$ cat config.mk
export PLATFORM = sky130hd
export DESIGN_NAME = hilo_divider_flat
export DESIGN_NICKNAME = d
export VERILOG_FILES = /design/src/rtl/hilo_divider_pkg.sv /design/src/rtl/hilo_divider_if.sv /design/src/rtl/hilo_divider_div_step.sv /design/src/rtl/hilo_divider.sv /design/src/flat_wrapper.sv
export SDC_FILE = /design/constraint.sdc
export NUM_CORES = 1
export LEC_CHECK = 0
export CAP_MARGIN = 10
export CORE_ASPECT_RATIO = 0.7
export CORE_MARGIN = 5
export CORE_UTILIZATION = 50
export CTS_CLUSTER_SIZE = 12
export DETAILED_ROUTE_END_ITERATION = 10
export PLACE_DENSITY = 0.7
export RECOVER_POWER = 25
export SYNTH_ARGS = -nofsm -noshare
export SYNTH_HDL_FRONTEND = slang
export SYNTH_SLANG_ARGS = --single-unit
$ cat constraint.sdc
create_clock -name clock -period 7.9 [get_ports clock]
set_input_delay 1.58 -clock clock [delete_from_list [all_inputs] [get_ports clock]]
set_output_delay 1.58 -clock clock [all_outputs]
set_load 0.05 [all_outputs]
$ cat src/rtl/hilo_divider_pkg.sv
// Shared constants and helpers for the HI/LO divider: FSM encodings,
// iteration count and two's-complement sign helpers.
package hilo_divider_pkg;

    localparam int unsigned DIV_ITERS = 32;

    localparam logic [1:0] ST_IDLE  = 2'd0;
    localparam logic [1:0] ST_CALC  = 2'd1;
    localparam logic [1:0] ST_FIXUP = 2'd2;

    // Count value of the final CALC iteration
    localparam logic [4:0] LAST_ITER = 5'(DIV_ITERS - 1);

    typedef logic [31:0] word_t;

    // Two's-complement negate when neg is set, pass through otherwise
    function automatic word_t neg_if(input word_t val, input logic neg);
        word_t res;
        if (neg) begin
            res = ~val + 32'd1;
        end else begin
            res = val;
        end
        return res;
    endfunction

    // Magnitude as unsigned; |0x80000000| stays 0x80000000
    function automatic word_t abs_word(input word_t val);
        return neg_if(val, val[31]);
    endfunction

endpackage

$ cat src/rtl/hilo_divider_if.sv
// Execute-stage view of the divider: DIV/MFHI/MFLO requests in,
// busy/stall and the HI/LO register contents out.
interface hilo_divider_if;

    logic        start;
    logic [31:0] dividend;
    logic [31:0] divisor;
    logic        hilo_read;
    logic        busy;
    logic        stall;
    logic [31:0] hi;
    logic [31:0] lo;

    modport master (
        output start, dividend, divisor, hilo_read,
        input  busy, stall, hi, lo
    );

    modport slave (
        input  start, dividend, divisor, hilo_read,
        output busy, stall, hi, lo
    );

endinterface

$ cat src/rtl/hilo_divider_div_step.sv
// One restoring-division iteration: shift in the next dividend bit,
// trial-subtract the divisor and keep the difference when it is non-negative.
module hilo_divider_div_step (
    input  logic [32:0] rem_in,
    input  logic        next_bit,
    input  logic [31:0] divisor,
    output logic [32:0] rem_out,
    output logic        q_bit
);

    logic [33:0] shifted_s;
    logic [33:0] diff_s;

    // Shift, trial-subtract and select the surviving remainder
    always_comb begin
        shifted_s = {rem_in, next_bit};
        diff_s    = shifted_s - {2'b00, divisor};
        if (diff_s[33]) begin
            rem_out = shifted_s[32:0];
            q_bit   = 1'b0;
        end else begin
            rem_out = diff_s[32:0];
            q_bit   = 1'b1;
        end
    end

endmodule

$ cat src/rtl/hilo_divider.sv
// Multi-cycle signed divider owning HI/LO. Divides magnitudes with a
// 32-iteration restoring loop, then applies the sign fixup on commit.
// The pipeline is stalled on DIV or HI/LO reads while a division runs.
module hilo_divider
    import hilo_divider_pkg::*;
(
    input  logic           clock,
    input  logic           reset,
    hilo_divider_if.slave  bus
);

    logic [1:0]  state_r;
    logic [4:0]  count_r;
    logic [32:0] rem_r;
    logic [31:0] quo_r;      // holds |dividend|, shifts into the quotient
    logic [31:0] dvs_r;
    logic [31:0] hi_r;
    logic [31:0] lo_r;
    logic        dvd_neg_r;
    logic        dvs_neg_r;
    logic        div0_r;

    logic [32:0] step_rem_s;
    logic        step_q_s;
    logic        busy_s;

    hilo_divider_div_step u_step (
        .rem_in   (rem_r),
        .next_bit (quo_r[31]),
        .divisor  (dvs_r),
        .rem_out  (step_rem_s),
        .q_bit    (step_q_s)
    );

    assign busy_s    = (state_r != ST_IDLE);
    assign bus.busy  = busy_s;
    assign bus.stall = busy_s & (bus.start | bus.hilo_read);
    assign bus.hi    = hi_r;
    assign bus.lo    = lo_r;

    // Division FSM, iteration datapath and HI/LO commit
    always_ff @(posedge clock) begin
        if (reset) begin
            state_r   <= ST_IDLE;
            count_r   <= 5'd0;
            rem_r     <= 33'd0;
            quo_r     <= 32'd0;
            dvs_r     <= 32'd0;
            hi_r      <= 32'd0;
            lo_r      <= 32'd0;
            dvd_neg_r <= 1'b0;
            dvs_neg_r <= 1'b0;
            div0_r    <= 1'b0;
        end else begin
            case (state_r)
                ST_IDLE: begin
                    if (bus.start) begin
                        dvd_neg_r <= bus.dividend[31];
                        dvs_neg_r <= bus.divisor[31];
                        quo_r     <= abs_word(bus.dividend);
                        dvs_r     <= abs_word(bus.divisor);
                        div0_r    <= (bus.divisor == 32'd0);
                        rem_r     <= 33'd0;
                        count_r   <= 5'd0;
                        state_r   <= ST_CALC;
                    end else begin
                        state_r   <= ST_IDLE;
                    end
                end
                ST_CALC: begin
                    rem_r   <= step_rem_s;
                    quo_r   <= {quo_r[30:0], step_q_s};
                    count_r <= count_r + 5'd1;
                    if (count_r == LAST_ITER) begin
                        state_r <= ST_FIXUP;
                    end else begin
                        state_r <= ST_CALC;
                    end
                end
                ST_FIXUP: begin
                    // With a zero divisor every trial subtract succeeds, so the
                    // remainder is |dividend| and re-signing it restores the raw
                    // dividend; only the quotient needs the all-ones override.
                    hi_r <= neg_if(rem_r[31:0], dvd_neg_r);
                    if (div0_r) begin
                        lo_r <= 32'hFFFF_FFFF;
                    end else begin
                        lo_r <= neg_if(quo_r, dvd_neg_r ^ dvs_neg_r);
                    end
                    state_r <= ST_IDLE;
                end
                default: begin
                    state_r <= ST_IDLE;
                end
            endcase
        end
    end

endmodule
$ cat src/flat_wrapper.sv
// flat-port wrapper written by rule: the top's interface ports become plain ports
module hilo_divider_flat import hilo_divider_pkg::*;
  (clock, reset, bus_start, bus_dividend, bus_divisor, bus_hilo_read, bus_busy, bus_stall, bus_hi, bus_lo);
  hilo_divider_if bus_i ();
  input  logic clock;
  input  logic reset;
  input wire logic [$bits(bus_i.start)-1:0] bus_start;
  input wire logic [$bits(bus_i.dividend)-1:0] bus_dividend;
  input wire logic [$bits(bus_i.divisor)-1:0] bus_divisor;
  input wire logic [$bits(bus_i.hilo_read)-1:0] bus_hilo_read;
  output wire logic [$bits(bus_i.busy)-1:0] bus_busy;
  output wire logic [$bits(bus_i.stall)-1:0] bus_stall;
  output wire logic [$bits(bus_i.hi)-1:0] bus_hi;
  output wire logic [$bits(bus_i.lo)-1:0] bus_lo;
  assign bus_i.start = bus_start;
  assign bus_i.dividend = bus_dividend;
  assign bus_i.divisor = bus_divisor;
  assign bus_i.hilo_read = bus_hilo_read;
  assign bus_busy = bus_i.busy;
  assign bus_stall = bus_i.stall;
  assign bus_hi = bus_i.hi;
  assign bus_lo = bus_i.lo;
  hilo_divider u_core (.clock(clock), .reset(reset), .bus(bus_i));
endmodule
==> summary.txt <==
Status -> finished with violations
Failing checks -> max-capacitance violations, max-slew violations
Post-Syn Area -> 0.0105 mm^2
Worst path bufs/invs -> 1
Crit path depth -> 3
R2R Path Start -> u_core.state_r[1]
Final min period -> 5.18 ns
Synth unique cells -> 62
Max-cap violation count -> 3
Clk_lat worst skew -> 0.44 ns
Hold EP -> u_core.dvs_r[0]
Reg2reg end -> u_core.bus.lo[24]
Setup Skew -> 0.0126 ns
H-tree levels -> 4
Final net count -> 1508
WHS Path Cells -> 2
Fill cells -> 1974
Total number of vias -> 9713
Hold Path Origin -> u_core.dvs_r[0]
Initial Util -> 0.507
Remaining DRCs -> 0
R2R setup slack -> 3.14 ns
Final antenna-violating net count -> 0
Unrepaired setup endpoints after global routing -> false
Clk sinks -> 171
Antenna violations before repair -> 0
Commonest non-fill, non-tap cell in the layout -> dfxtp_1
Root Driver -> clkbuf_16
Max Freq -> 193 MHz
Worst EP arrival -> 5.44 ns
Chip width -> 183 um
Final setup fails -> 0
Most frequent cells in the layout -> dfxtp_1, nor2_1, nand2_1, clkdlybuf4s50_1, a211oi_1
Final Core Density -> 0.605
Post-synth EDFFs -> 0
Number of port buffers -> 133
Min-Delay Path Class -> reg -> reg
Register area -> 0.00342 mm^2
Worst path top cell family by delay -> buffers and inverters
Sequential area share after synthesis -> 0.326
Total grt overflow -> 0
Worst path max stage delay -> 2.47 ns
GPL Wtd Cong -> 0.955
Number of placed I/O pins -> 134
Largest net degree at the start of global routing -> 89
Peak VDD IR -> 133 uV
Yosys reg bits -> 171
1st-pass router iterations -> 5
Syn_nets -> 1423
Final hold vios -> 0
Req. time, crit path -> 8.16 ns
Total GRT Usage -> 0.237
CP endpoint kind -> register
Post-CTS sizing -> 0
Final WL -> 29000 um
Mapped Cells -> 1316
Initial drt markers -> 794
Core Box Area -> 0.0207 mm^2
# rows -> 44
Via density -> 5.75
Static Leak -> 4.58 nW
Die height -> 131 um
Crit share post-route -> 0.656
TritonCTS Buffers -> 17
TritonCTS clock tree -> yes
Max-slew violations -> 175
Worst-Margin Slew -> 3.59 ns
TNS Setup -> 0 ns
First-pass GRT wire length -> 46900 um
Worst rel slew slack -> -1.39
Diode count -> 0
Ys async rst share -> 0
CP Max Fanout -> 77
Vias in the first global route -> 8633
Worst-path clk slew -> 0.06 ns
Slowest CP cell -> clkbuf_1
Wire per inst -> 17.1 um
Detailed Place HPWL -> 21400 um
Share of post-route cells with drive strength above 1 -> 0.0424
CP Launch Type -> primary input
Pwr/cell area -> 169 mW/mm^2
Mean post-synth cell area -> 7.98 um^2
Cts hold-fix bufs -> 0
Main synth FF type -> dfxtp_1
Synth Warn # -> 0
Die area -> 0.0240 mm^2
Post-CTS Setup Bufs -> 0
Area of the multi-input gates -> 0.00660 mm^2
Layout overhead on the synthesized area -> 19.3%
Critical path class -> in -> reg
CP cell instances -> clkbuf_1 > nand2b_1 > o21ai_0
Cells on worst reg2reg path -> 4
CTS Buffer Depth -> 2
final cells by class:
| type | instances | area share |
|---|---|---|
| clock inverters | 13 | 0.00869 |
| repair buffers | 145 | 0.113 |
| multi-input cells | 1014 | 0.527 |
| inverters | 52 | 0.0156 |
| flip-flops and latches | 171 | 0.273 |
| well taps | 276 | 0.0276 |
| clock buffers | 19 | 0.0354 |
cell usage after synthesis (2+ instances only):
library cell / count / area (um^2)
o41ai_1: 15 / 131
o21bai_1: 6 / 45.0
ha_1: 38 / 475
a21oi_1: 75 / 375
and3_1: 3 / 18.8
buf_1: 8 / 30.0
o21ai_0: 87 / 435
and4_1: 4 / 35.0
nand4_1: 9 / 56.3
inv_1: 52 / 195
a311oi_1: 3 / 26.3
nand3b_1: 3 / 22.5
o31ai_1: 33 / 248
nor2_1: 145 / 544
nor3_1: 12 / 60.1
o21a_1: 4 / 30.0
dfxtp_1: 171 / 3420
o211ai_1: 3 / 22.5
a221oi_1: 6 / 52.6
a21o_1: 17 / 128
a31oi_1: 6 / 37.5
xnor2_1: 58 / 508
o2111ai_1: 2 / 17.5
nor2b_1: 9 / 56.3
xor2_1: 89 / 780
a22oi_1: 27 / 203
mux2i_1: 35 / 350
a211oi_1: 94 / 706
or2_2: 4 / 25.0
nor4_1: 10 / 62.6
a2bb2oi_1: 2 / 17.5
nand2b_1: 8 / 50.1
or4_4: 3 / 33.8
or4_1: 12 / 90.1
clkbuf_1: 70 / 263
or3_1: 20 / 125
and2_1: 4 / 25.0
nand2_1: 132 / 495
nand3_1: 14 / 70.1
power by group:
group / leakage [nW] / switching (mW) / internal (mW)
clock: 0.269 / 0.376 / 0.419
sequential: 1.39 / 0.0316 / 0.892
combinational: 2.92 / 0.235 / 0.162
metrics by stage:
| step | hold WS, ns | setup slack [ns] | power [mW] | std cells | instance area [um^2] |
|---|---|---|---|---|---|
| 2_1_floorplan | 0.440 | 3.49 | 1.20 | 1316 | 10500 |
| 3_3_place_gp | 0.445 | 2.67 | 1.33 | 1657 | 12000 |
| 3_5_place_dp | 0.456 | 2.61 | 1.33 | 1657 | 12000 |
| 4_1_cts | 0.465 | 3.05 | 2.12 | 1689 | 12500 |
| 5_1_grt | 0.488 | 2.39 | 2.21 | 1690 | 12500 |
| 6_report | 0.462 | 2.72 | 2.12 | 1690 | 12500 |
cell families (layout without fill, tap and decap cells):
logic type      after synthesis  after routing  share of synthesized area
fa+ha+maj                    39             39                     0.0472
buf+inv                     131            229                     0.0470
xor+xnor                    147            147                      0.123
flops                       171            171                      0.326
simple gates                399            399                      0.175
mux                          35             35                     0.0334
compound gates              394            394                      0.249
worst reg2reg max path, cell delays in order, from the launching register on:
cell and delay [ns]:
dfxtp_1 0.40, nor2b_1 1.96, clkbuf_1 1.83, nor2_1 0.11, a211oi_1 0.32
worst max-delay path by stage:
stage / slack (ns) / end / start
2_1_floorplan: 3.49 / u_core.dvs_r[27] / bus_divisor[5]
3_5_place_dp: 2.61 / u_core.dvs_r[30] / bus_divisor[5]
3_3_place_gp: 2.67 / u_core.dvs_r[26] / bus_divisor[5]
4_1_cts: 3.05 / u_core.dvs_r[30] / bus_divisor[5]
6_report: 2.72 / u_core.rem_r[23] / reset
5_1_grt: 2.39 / u_core.rem_r[32] / reset
state kept, by name, summed over array words and instances, names as in the netlist:
register	cells
u_core.dvs_neg_r	1
u_core.bus.hi	32
u_core.div0_r	1
u_core.dvs_r	32
u_core.count_r	5
u_core.rem_r	33
u_core.dvd_neg_r	1
u_core.bus.lo	32
u_core.quo_r	32
u_core.state_r	2
metal layers:
layer,vias to the layer above,GRT usage,wire [um]
li1,4910,-,-
met2,273,0.325,11500
met5,-,0,0
met1,4506,0.380,15100
met3,24,0.0461,2030
met4,0,0.0484,325
No activity file was read; power rests on OpenSTA's default activity.
